--- src/rtl/turbo_iter_ctrl.sv ---
// Turbo decoder iteration controller.
// Captures one frame of K soft symbols (parity, systematic, a-priori extrinsic),
// runs half-iterations on an external SISO engine over a start/done handshake,
// keeps the returned extrinsics, and forms hard decisions after each full
// iteration. It stops on convergence (optional) or after MAX_ITER iterations,
// then presents the decoded bits on a valid/ready output.
//
// state    | meaning
// ---------+--------------------------------------------------------------
// S_IDLE   | ready for a frame; capture on in_valid_i
// S_START  | one-cycle siso_start_o pulse for the current half-iteration
// S_WAIT   | SISO busy; its inputs are held until siso_done_i
// S_UPDATE | advance half/iteration, evaluate the stop conditions
// S_OUT    | decoded frame on the output, held until out_ready_i

module turbo_iter_ctrl #(
    parameter int K          = 8,
    parameter int LLR_W      = 9,
    parameter int MAX_ITER   = 16,
    parameter int EARLY_STOP = 1
) (
    input  logic                          clk_p_i,
    input  logic                          reset_n_i,
    input  logic                          in_valid_i,
    output logic                          in_ready_o,
    input  logic [3*K*LLR_W-1:0]          data_i,
    output logic                          siso_start_o,
    output logic                          siso_half_o,
    output logic [K*LLR_W-1:0]            siso_llr_o,
    output logic [K*LLR_W-1:0]            siso_par_o,
    input  logic                          siso_done_i,
    input  logic [K*LLR_W-1:0]            siso_ext_i,
    output logic                          out_valid_o,
    input  logic                          out_ready_i,
    output logic [K-1:0]                  data_o,
    output logic [$clog2(MAX_ITER+1)-1:0] iter_o,
    output logic                          early_o
);

    localparam int FW     = K * LLR_W;
    localparam int ITER_W = $clog2(MAX_ITER + 1);

    // Last iteration index before the increment that reaches MAX_ITER.
    localparam logic [ITER_W-1:0] LAST_ITER = ITER_W'(MAX_ITER - 1);

    // Symmetric clamp limits at LLR_W+1 bits: +(2^(LLR_W-1)-1) and its negation.
    // The most negative LLR_W code is never produced, keeping the range symmetric.
    localparam logic signed [LLR_W:0] SAT_POS = {2'b00, {(LLR_W-1){1'b1}}};
    localparam logic signed [LLR_W:0] SAT_NEG = {2'b11, {(LLR_W-2){1'b0}}, 1'b1};

    typedef enum logic [2:0] {
        S_IDLE,
        S_START,
        S_WAIT,
        S_UPDATE,
        S_OUT
    } state_t;

    state_t            state_q;
    logic [FW-1:0]     enc_q;
    logic [FW-1:0]     sys_q;
    logic [FW-1:0]     ext_q;
    logic [K-1:0]      prev_hard_q;
    logic [K-1:0]      data_q;
    logic [ITER_W-1:0] iter_q;
    logic              half_q;
    logic              early_q;
    logic              start_q;

    logic [FW-1:0]     llr_c;
    logic [K-1:0]      hard_c;
    logic [K-1:0]      in_hard_c;

    function automatic logic [LLR_W-1:0] sat_add(input logic [LLR_W-1:0] a,
                                                 input logic [LLR_W-1:0] b);
        logic signed [LLR_W:0] sum;
        sum = $signed({a[LLR_W-1], a}) + $signed({b[LLR_W-1], b});
        if (sum > SAT_POS)
            sat_add = SAT_POS[LLR_W-1:0];
        else if (sum < SAT_NEG)
            sat_add = SAT_NEG[LLR_W-1:0];
        else
            sat_add = sum[LLR_W-1:0];
    endfunction

    // A-priori LLRs and hard decisions from the held sys and ext fields.
    always_comb begin
        llr_c  = '0;
        hard_c = '0;
        for (int k = 0; k < K; k++) begin
            llr_c[k*LLR_W +: LLR_W] = sat_add(sys_q[k*LLR_W +: LLR_W], ext_q[k*LLR_W +: LLR_W]);
            hard_c[k]               = llr_c[k*LLR_W + LLR_W - 1];
        end
    end

    // Hard decisions of the incoming frame, seeding the convergence reference.
    always_comb begin
        in_hard_c = '0;
        for (int k = 0; k < K; k++) begin
            logic [LLR_W-1:0] s;
            s            = sat_add(data_i[FW + k*LLR_W +: LLR_W], data_i[k*LLR_W +: LLR_W]);
            in_hard_c[k] = s[LLR_W-1];
        end
    end

    // Iteration sequencer: capture, half-iteration handshakes, stop decision, output hold.
    always_ff @(posedge clk_p_i or negedge reset_n_i) begin
        if (!reset_n_i) begin
            state_q     <= S_IDLE;
            enc_q       <= '0;
            sys_q       <= '0;
            ext_q       <= '0;
            prev_hard_q <= '0;
            data_q      <= '0;
            iter_q      <= '0;
            half_q      <= 1'b0;
            early_q     <= 1'b0;
            start_q     <= 1'b0;
        end else begin
            start_q <= 1'b0;
            case (state_q)
                S_IDLE: begin
                    if (in_valid_i) begin
                        enc_q       <= data_i[2*FW +: FW];
                        sys_q       <= data_i[FW +: FW];
                        ext_q       <= data_i[0 +: FW];
                        prev_hard_q <= in_hard_c;
                        iter_q      <= '0;
                        half_q      <= 1'b0;
                        early_q     <= 1'b0;
                        start_q     <= 1'b1;
                        state_q     <= S_START;
                    end
                end
                S_START: begin
                    state_q <= S_WAIT;
                end
                S_WAIT: begin
                    if (siso_done_i) begin
                        ext_q   <= siso_ext_i;
                        state_q <= S_UPDATE;
                    end
                end
                S_UPDATE: begin
                    if (!half_q) begin
                        half_q  <= 1'b1;
                        start_q <= 1'b1;
                        state_q <= S_START;
                    end else begin
                        iter_q <= iter_q + 1'b1;
                        // Convergence wins when both stop conditions coincide.
                        if ((EARLY_STOP != 0) && (hard_c == prev_hard_q)) begin
                            early_q <= 1'b1;
                            data_q  <= hard_c;
                            state_q <= S_OUT;
                        end else if (iter_q == LAST_ITER) begin
                            data_q  <= hard_c;
                            state_q <= S_OUT;
                        end else begin
                            prev_hard_q <= hard_c;
                            half_q      <= 1'b0;
                            start_q     <= 1'b1;
                            state_q     <= S_START;
                        end
                    end
                end
                S_OUT: begin
                    if (out_ready_i)
                        state_q <= S_IDLE;
                end
                default: begin
                    state_q <= S_IDLE;
                end
            endcase
        end
    end

    assign in_ready_o   = (state_q == S_IDLE);
    assign out_valid_o  = (state_q == S_OUT);
    assign siso_start_o = start_q;
    assign siso_half_o  = half_q;
    assign siso_llr_o   = llr_c;
    assign siso_par_o   = enc_q;
    assign data_o       = data_q;
    assign iter_o       = iter_q;
    assign early_o      = early_q;

endmodule

--- config.mk ---
export PLATFORM = sky130hd
export DESIGN_NAME = turbo_iter_ctrl
export DESIGN_NICKNAME = d
export VERILOG_FILES = /design/src/rtl/turbo_iter_ctrl.sv
export SDC_FILE = /design/constraint.sdc
export NUM_CORES = 1
export LEC_CHECK = 0
export ABC_AREA = 0
export CAP_MARGIN = 25
export CORE_UTILIZATION = 35
export CTS_CLUSTER_SIZE = 16
export DETAILED_ROUTE_END_ITERATION = 10
export SLEW_MARGIN = 0
export SYNTH_ARGS = -nofsm -noshare
export SYNTH_HDL_FRONTEND = slang
export SYNTH_SLANG_ARGS = --single-unit
--- constraint.sdc ---
create_clock -name clk_p_i -period 5.7 [get_ports clk_p_i]
set_input_delay 1.14 -clock clk_p_i [delete_from_list [all_inputs] [get_ports clk_p_i]]
set_output_delay 1.14 -clock clk_p_i [all_outputs]
set_load 0.05 [all_outputs]
==> flow_summary.toml, run 1 <==
[run_status]
status = "finished, final reports clean"

[yosys]
yosys.area.top_type_share_pct = 39.8
synth_edf_count = 0
synth_area_leaders = "dfrtp_1, nand2_1, ha_1"
syn_avg_cell_area_sq_um = 8.81
synth_flop_cell = "dfrtp_1"
synthArstFlopShare_pct = 100
syn_nets = 2180
ys_seq_elements = 243
yosysWarnings = 0
synthCells = 1733
seq_area_frac_synth_pct = 39.8
ys_types = 68
yosysTopAreaCell = "dfrtp_1"
syn_area_sq_um = 15300

[sta]
fmax_mhz = 185
tns_ns = 0
finalCritPeriodShare_pct = 94.8
worst_pin_slew_ns = 0.988
rsz0062_at_grt = "false"
relSlewSlack_pct = 33.6
setup_viol = 0
hold_violations = 0
finClkSkew_ns = 0.0132
slew_violations = 0
post-route-min-period_ns = 5.40

[clocking]
cts.hold.buffers_added = 0
cts_tree = "done"
path_clk_slew_ns = 0.06
postCtsSetupBuffers = 0
clock_path_buffers = 3
htree_levels = 1
post_cts_resized = 0
numCtsBuffers = 30
cts_sinks = 243
cts-root-buf = "clkbuf_16"
insertion_delay_ns = 0.56

[setup_path]
slowest_stage = "clkdlybuf4s50_1"
required_ns = 4.56
cp_top_family = "compound AO/OA/AOI/OAI gates"
cp_max_fo = 7
cp.arrival_ns = 4.26
slowest_delay_ns = 0.82
cp_num_buf_inv = 1
path_common_cell = "a21oi_1"
endpoint_kind = "primary output"
cp-start-kind = "register"
crit_chain = "ha_1, fa_1, a21o_1, a21oi_1, o21bai_1, a2111oi_0, nor3_1, xor2_2, a21oi_1, a21oi_1, clkdlybuf4s50_1"
crit_type = "register to primary output"

[drt]
viasPerCell = 5.00
wirelength_um = 50500
post_drt_wl_per_cell_um = 18.1
vias = 13900
drc = 0
drt_iter0_drc = 632
drt_pass1_iterations = 5
final_antenna_net_count = 0

[finish]
layout-drive-gt1-share_pct = 3.42
final_area_sq_um = 21500
final_common_cell = "nand2_1"
areaGrowthSynthToFinish_pct = 41.1
mostFrequentLayoutCells = "nand2_1, clkdlybuf4s50_1, dfrtp_1"
nets = 2617

[global_routing]
grt_overflow = 0
track_usage_pct = 22.5
antenna_found_initial = 7
grt_max_degree = 146
grt_pass1_wl_um = 78300
first_global_vias = 14400

[min_path]
hold_path.class = "register to register"

[die]
core_area_sq_um = 43100
die_area_sq_um = 44500
start_util_pct = 35.4
die_x_um = 211
die_y_um = 211
pin_count = 455
rows = 76

[placement]
hpwl_um = 38000
io_buffers = 454
gp_congestion = 0.863
place_area_sq_um = 20500

[run]
drv_cap = 0
## cell families (layout without fill, tap and decap cells)
kind of cell / Yosys count / count (layout) / share of synthesized area (%)
DFF: 243 / 243 / 39.8
muxes: 93 / 93 / 6.23
buffers and inverters: 92 / 551 / 2.31
and+or+nand+nor: 722 / 722 / 19.7
other: 0 / 7 / 0
adders and majority gates: 183 / 183 / 14.9
AOI/OAI and AO/OA: 350 / 350 / 14.1
xor gates and xnor gates: 50 / 50 / 2.87
## area by class of cell
class | count | area (sq um)
clock inverters | 9 | 125
clock buffers | 45 | 888
flip-flops and latches | 243 | 6080
repair buffers | 466 | 4700
diodes | 7 | 17.5
fillers | 4067 | 21500
multi-input cells | 1398 | 8870
inverters | 31 | 116
well taps | 585 | 732
## metal layers
| layer | vias to the layer above | global-route usage (%) | routed length, um |
|---|---|---|---|
| met5 | - | 0 | 16 |
| met4 | 2 | 5.70 | 919 |
| met3 | 63 | 5.47 | 3400 |
| met2 | 388 | 38.8 | 24300 |
| met1 | 6591 | 27.9 | 21800 |
| li1 | 6888 | - | - |
## per-stage QoR
stage	instances	setup WS, ns	hold slack, ns	utilization, %
2_1_floorplan	1733	1.29	0.452	-
3_3_place_gp	2721	0.864	0.456	47.5
3_5_place_dp	2722	0.764	0.462	47.5
4_1_cts	2776	0.141	0.476	49.9
5_1_grt	2783	0.00176	0.487	50.0
6_report	2784	0.299	0.467	50.0
## worst paths after layout
kind	start	cells past startpoint	slack, ns	to
max	sys_q[27]	11	0.30	siso_llr_o[31]
min	siso_par_o[21]	2	0.47	siso_par_o[21]
max reg2reg	sys_q[37]	9	1.71	prev_hard_q[6]
min reg2reg	siso_par_o[21]	2	0.47	siso_par_o[21]
max in group asynchronous	reset_n_i	2	3.71	siso_par_o[21]
min in group asynchronous	reset_n_i	1	0.61	siso_par_o[10]
## sequential cells by signal (all words and copies together) (netlist names)
signal / flops
prev_hard_q: 8
sys_q: 72
early_o: 1
state_q: 3
siso_par_o: 72
siso_half_o: 1
ext_q: 72
data_o: 8
siso_start_o: 1
iter_o: 5
## worst reg2reg max path: stages, from the launching register on
cell	delay, ns
dfrtp_1	0.41
ha_1	0.30
a21oi_1	0.18
o22ai_1	0.17
a41oi_1	0.42
mux2_1	0.41
a2111oi_0	0.46
and4b_1	0.45
o31a_1	0.68
mux2_1	0.39
## synthesized netlist by cell type (9+ instances only)
master / number
a2111oi_0: 9
maj3_1: 29
xnor2_1: 33
nor3_1: 16
dfrtp_1: 243
a21oi_1: 83
clkbuf_1: 57
nor2b_1: 11
inv_1: 31
or4_1: 10
nand2_1: 534
a21o_1: 35
xor2_1: 17
o21ai_0: 121
ha_1: 146
a211oi_1: 14
mux2i_1: 77
o21a_1: 12
nor2_1: 83
nand3_1: 12
mux2_1: 16
Power of run 1 is not shown: default switching activity piles up to over one toggle a cycle in this logic, so the estimate is an artifact.
==> run 2, diff against run 1 <==
Settings changed: MAX_ROUTING_LAYER from default to met4.
==> run 2 against run 1 <==
Effect of this change: critical path depth is the same; final cell count about the same; final area barely moved; clock skew increased by 0.0020 ns; worst hold slack gained 0.0011 ns; fmax decreased by 0.14%; flip-flop and latch count stayed put; non-clock buffer count unchanged.
==> flow_summary.toml, run 2 (same netlist as run 1, synthesis figures left out) <==
[setup_path]
regToRegSetupSlack_ns = 1.69
required_ns = 4.56
cp-start-kind = "register"
endpoint_kind = "primary output"
crit_type = "register to primary output"
reg2reg_to = "prev_hard_q[1]"
r2r_cells = 9
cp.arrival_ns = 4.27
cp_max_fo = 5
rr_startpoint = "sys_q[44]"

[die]
die_y_um = 211
core_area_sq_um = 43100
start_util_pct = 35.4
die_area_sq_um = 44500
pin_count = 455
rows = 76
die_x_um = 211

[sta]
tns_ns = 0
layout_setup_ws_ns = 0.291
fmax_mhz = 185
slew_violations = 0
finalCritPeriodShare_pct = 94.9
setup_viol = 0
finClkSkew_ns = 0.0152
rsz0062_at_grt = "false"
relSlewSlack_pct = 35.4
post-route-min-period_ns = 5.41
worst_pin_slew_ns = 0.961
hold_violations = 0

[drt]
drc = 0
viasPerCell = 5.00
wirelength_um = 50500
post_drt_wl_per_cell_um = 18.1
final_antenna_net_count = 0
drt_pass1_iterations = 5
vias = 13900
drt_iter0_drc = 656

[clocking]
cts_sinks = 243
cts.hold.buffers_added = 0
clock_path_buffers = 3
insertion_delay_ns = 0.57
post_cts_resized = 0
cts-root-buf = "clkbuf_16"
path_clk_slew_ns = 0.06
cts_tree = "done"
numCtsBuffers = 30
htree_levels = 1
postCtsSetupBuffers = 0

[global_routing]
antenna_found_initial = 7
use_met3_pct = 4.65
met1_usage_pct = 28.5
grt_max_degree = 146
grt_overflow = 0
met2_usage_pct = 38.7
grt_pass1_wl_um = 78200
first_global_vias = 14500
track_usage_pct = 23.1
busiest_layer = "met2"

[placement]
io_buffers = 454
gp_congestion = 0.878
pre_cts_slack_ns = 0.764
hpwl_um = 38000
place_inst = 2722

[finish]
nets = 2617
mostFrequentLayoutCells = "nand2_1, clkdlybuf4s50_1, dfrtp_1"
areaGrowthSynthToFinish_pct = 41.1
final_common_cell = "nand2_1"
fillers = 4067
layout-drive-gt1-share_pct = 3.42
fin_cells = 2785

[min_path]
holdPathEnd = "siso_par_o[13]"
hold_start = "siso_par_o[13]"
hold_path.class = "register to register"
whs_path_depth = 2

[run]
drv_cap = 0

[run_status]
status = "finished, final reports clean"
==> run 2: cell types whose count changed in the layout (fill, tap and decap cells not counted), sizes merged <==
| cell | change |
|---|---|
| diode | +1 |
==> run 2: routing by layer <==
| metal | routed length [um] | vias to the layer above |
|---|---|---|
| li1 | - | 6887 |
| met1 | 22300 | 6582 |
| met2 | 24300 | 379 |
| met3 | 2970 | 64 |
| met4 | 928 | 0 |
| met5 | 0 | - |
==> run 2: worst max-delay path, stage by stage (launching register included) <==
cell and delay [ns]:
dfrtp_1 0.38, ha_1 0.23, fa_1 0.42, a21o_1 0.20, a21oi_1 0.21, o21bai_1 0.12
a21oi_1 0.20, xnor2_1 0.14, or4_1 0.51, a21oi_1 0.35, a211o_1 0.15, clkdlybuf4s50_1 0.79
==> run 2: final cells by class <==
| cell class | instances | area (sq um) | share of cell area, % |
|---|---|---|---|
| diodes | 8 | 20.0 | 0.0929 |
| multi-input cells | 1398 | 8870 | 41.2 |
| repair buffers | 466 | 4700 | 21.8 |
| well taps | 585 | 732 | 3.40 |
| flip-flops and latches | 243 | 6080 | 28.2 |
| clock buffers | 45 | 888 | 4.12 |
| inverters | 31 | 116 | 0.540 |
| clock inverters | 9 | 125 | 0.581 |
==> run 2: worst max-delay path by stage <==
stage | startpoint | to | depth (start not counted)
3_3_place_gp | sys_q[27] | siso_llr_o[27] | 11
2_1_floorplan | sys_q[27] | siso_llr_o[29] | 10
5_1_grt | sys_q[27] | siso_llr_o[29] | 11
3_5_place_dp | sys_q[27] | siso_llr_o[30] | 11
4_1_cts | sys_q[27] | siso_llr_o[30] | 11
6_report | sys_q[27] | siso_llr_o[27] | 11
==> run 2: through the flow <==
stage	instance area (sq um)	utilization, %	hold slack, ns
3_5_place_dp	20500	47.5	0.462
2_1_floorplan	15300	-	0.452
6_report	21500	50.0	0.468
5_1_grt	21500	50.0	0.487
3_3_place_gp	20500	47.5	0.456
4_1_cts	21500	49.9	0.476
Power of run 2 is left out for the same reason.
==> run 3, diff against run 2 <==
Settings changed: CTS_BUF_LIST from default to sky130_fd_sc_hd__clkbuf_8.
==> run 3 against run 2 <==
Effect of this change: die area unchanged; worst setup slack got worse by 0.047 ns; final cell count increased by 0.90%; sequential share of layout area increased by 0.12 points; worst hold slack improved by 0.0023 ns; critical endpoint is now siso_llr_o[28]; largest cell class unchanged; highest routed layer unchanged.
==> flow_summary.toml, run 3 (same netlist as run 1, synthesis figures left out) <==
[die]
core_area_sq_um = 43100
pin_count = 455
rows = 76
die_x_um = 211
die_area_sq_um = 44500
die_y_um = 211
start_util_pct = 35.4

[sta]
tns_ns = 0
post-route-min-period_ns = 5.46
hold_violations = 0
slew_violations = 0
finalCritPeriodShare_pct = 95.7
relSlewSlack_pct = 35.3
fmax_mhz = 183
worst_pin_slew_ns = 0.964
setup_viol = 0
finClkSkew_ns = 0.0266
rsz0062_at_grt = "false"
hold_ws_ns = 0.471

[placement]
io_buffers = 454
hpwl_um = 38000
gp_congestion = 0.878
place_inst = 2722

[clocking]
cts_sinks = 243
htree_levels = 2
path_clk_slew_ns = 0.07
cts_tree = "done"
post_cts_resized = 0
cts-root-buf = "clkbuf_8"
cts.hold.buffers_added = 0
numCtsBuffers = 47
postCtsSetupBuffers = 0
clock_path_buffers = 3
insertion_delay_ns = 0.61

[finish]
mostFrequentLayoutCells = "nand2_1, clkdlybuf4s50_1, dfrtp_1"
fin_cells = 2810
final_common_cell = "nand2_1"
areaGrowthSynthToFinish_pct = 40.5
nets = 2634
layout-drive-gt1-share_pct = 4.15

[drt]
drt_pass1_iterations = 5
post_drt_wl_per_cell_um = 18.1
drc = 0
final_antenna_net_count = 0
wirelength_um = 50900
drt_iter0_drc = 636
viasPerCell = 5.00
vias = 14000

[global_routing]
grt_overflow = 0
grt_max_degree = 146
first_global_vias = 14500
antenna_found_initial = 7
grt_pass1_wl_um = 78600
track_usage_pct = 23.5

[run]
drv_cap = 0

[setup_path]
cp.arrival_ns = 4.32
crit_type = "register to primary output"
endpoint_kind = "primary output"
cp_max_fo = 7
cp-start-kind = "register"
required_ns = 4.56

[run_status]
status = "finished, final reports clean"

[min_path]
hold_path.class = "register to register"
## run 3: cell types whose count changed in the layout (fill, tap and decap cells not counted), sizes merged
cell,before,now
bufinv,3,1
clkbuf,45,57
clkdlybuf4s50,453,448
clkinv,4,2
dlymetal6s2s,0,5
inv,31,48
## run 3: final timing paths
path	from	end	slack, ns	cells after the start
hold / removal	siso_par_o[13]	siso_par_o[13]	0.47	2
max in group asynchronous	reset_n_i	siso_par_o[21]	3.78	2
hold reg to reg	siso_par_o[13]	siso_par_o[13]	0.47	2
setup / recovery	sys_q[27]	siso_llr_o[28]	0.24	11
setup reg to reg	sys_q[44]	prev_hard_q[6]	1.61	9
min in group asynchronous	reset_n_i	siso_par_o[10]	0.59	1
## run 3: critical path, stage by stage (launching register included)
cell and delay [ns]:
dfrtp_1 0.39, ha_1 0.23, fa_1 0.42, a21o_1 0.20, a21oi_1 0.21, o21bai_1 0.12, a2111oi_0 0.49, nor3_1 0.16
xor2_2 0.32, a21oi_1 0.21, nor2_1 0.15, clkdlybuf4s50_1 0.81
## run 3: layout make-up
type | count | area (sq um)
antenna | 8 | 20.0
clock buffer | 57 | 785
clock inverter | 22 | 126
fill | 4104 | 21600
inverter | 31 | 116
multi-input combinational | 1398 | 8870
sequential | 243 | 6080
tap | 585 | 732
timing repair buffer | 466 | 4720
## run 3: metrics by stage
stage / setup slack (ns) / util (%) / cell area (sq um)
6_report: 0.245 / 49.8 / 21500
5_1_grt: 0.0107 / 49.8 / 21400
4_1_cts: 0.0421 / 49.6 / 21400
3_5_place_dp: 0.764 / 47.5 / 20500
3_3_place_gp: 0.864 / 47.5 / 20500
2_1_floorplan: 1.29 / - / 15300
## run 3: routing by layer
| layer | global-route usage (%) | up-vias | part of all wire, % |
|---|---|---|---|
| met4 | 7.40 | 0 | 2.2 |
| met3 | 5.11 | 71 | 6.3 |
| li1 | - | 6930 | - |
| met5 | - | - | 0 |
| met2 | 38.5 | 423 | 48 |
| met1 | 28.7 | 6612 | 44 |
Power of run 3 is left out for the same reason.
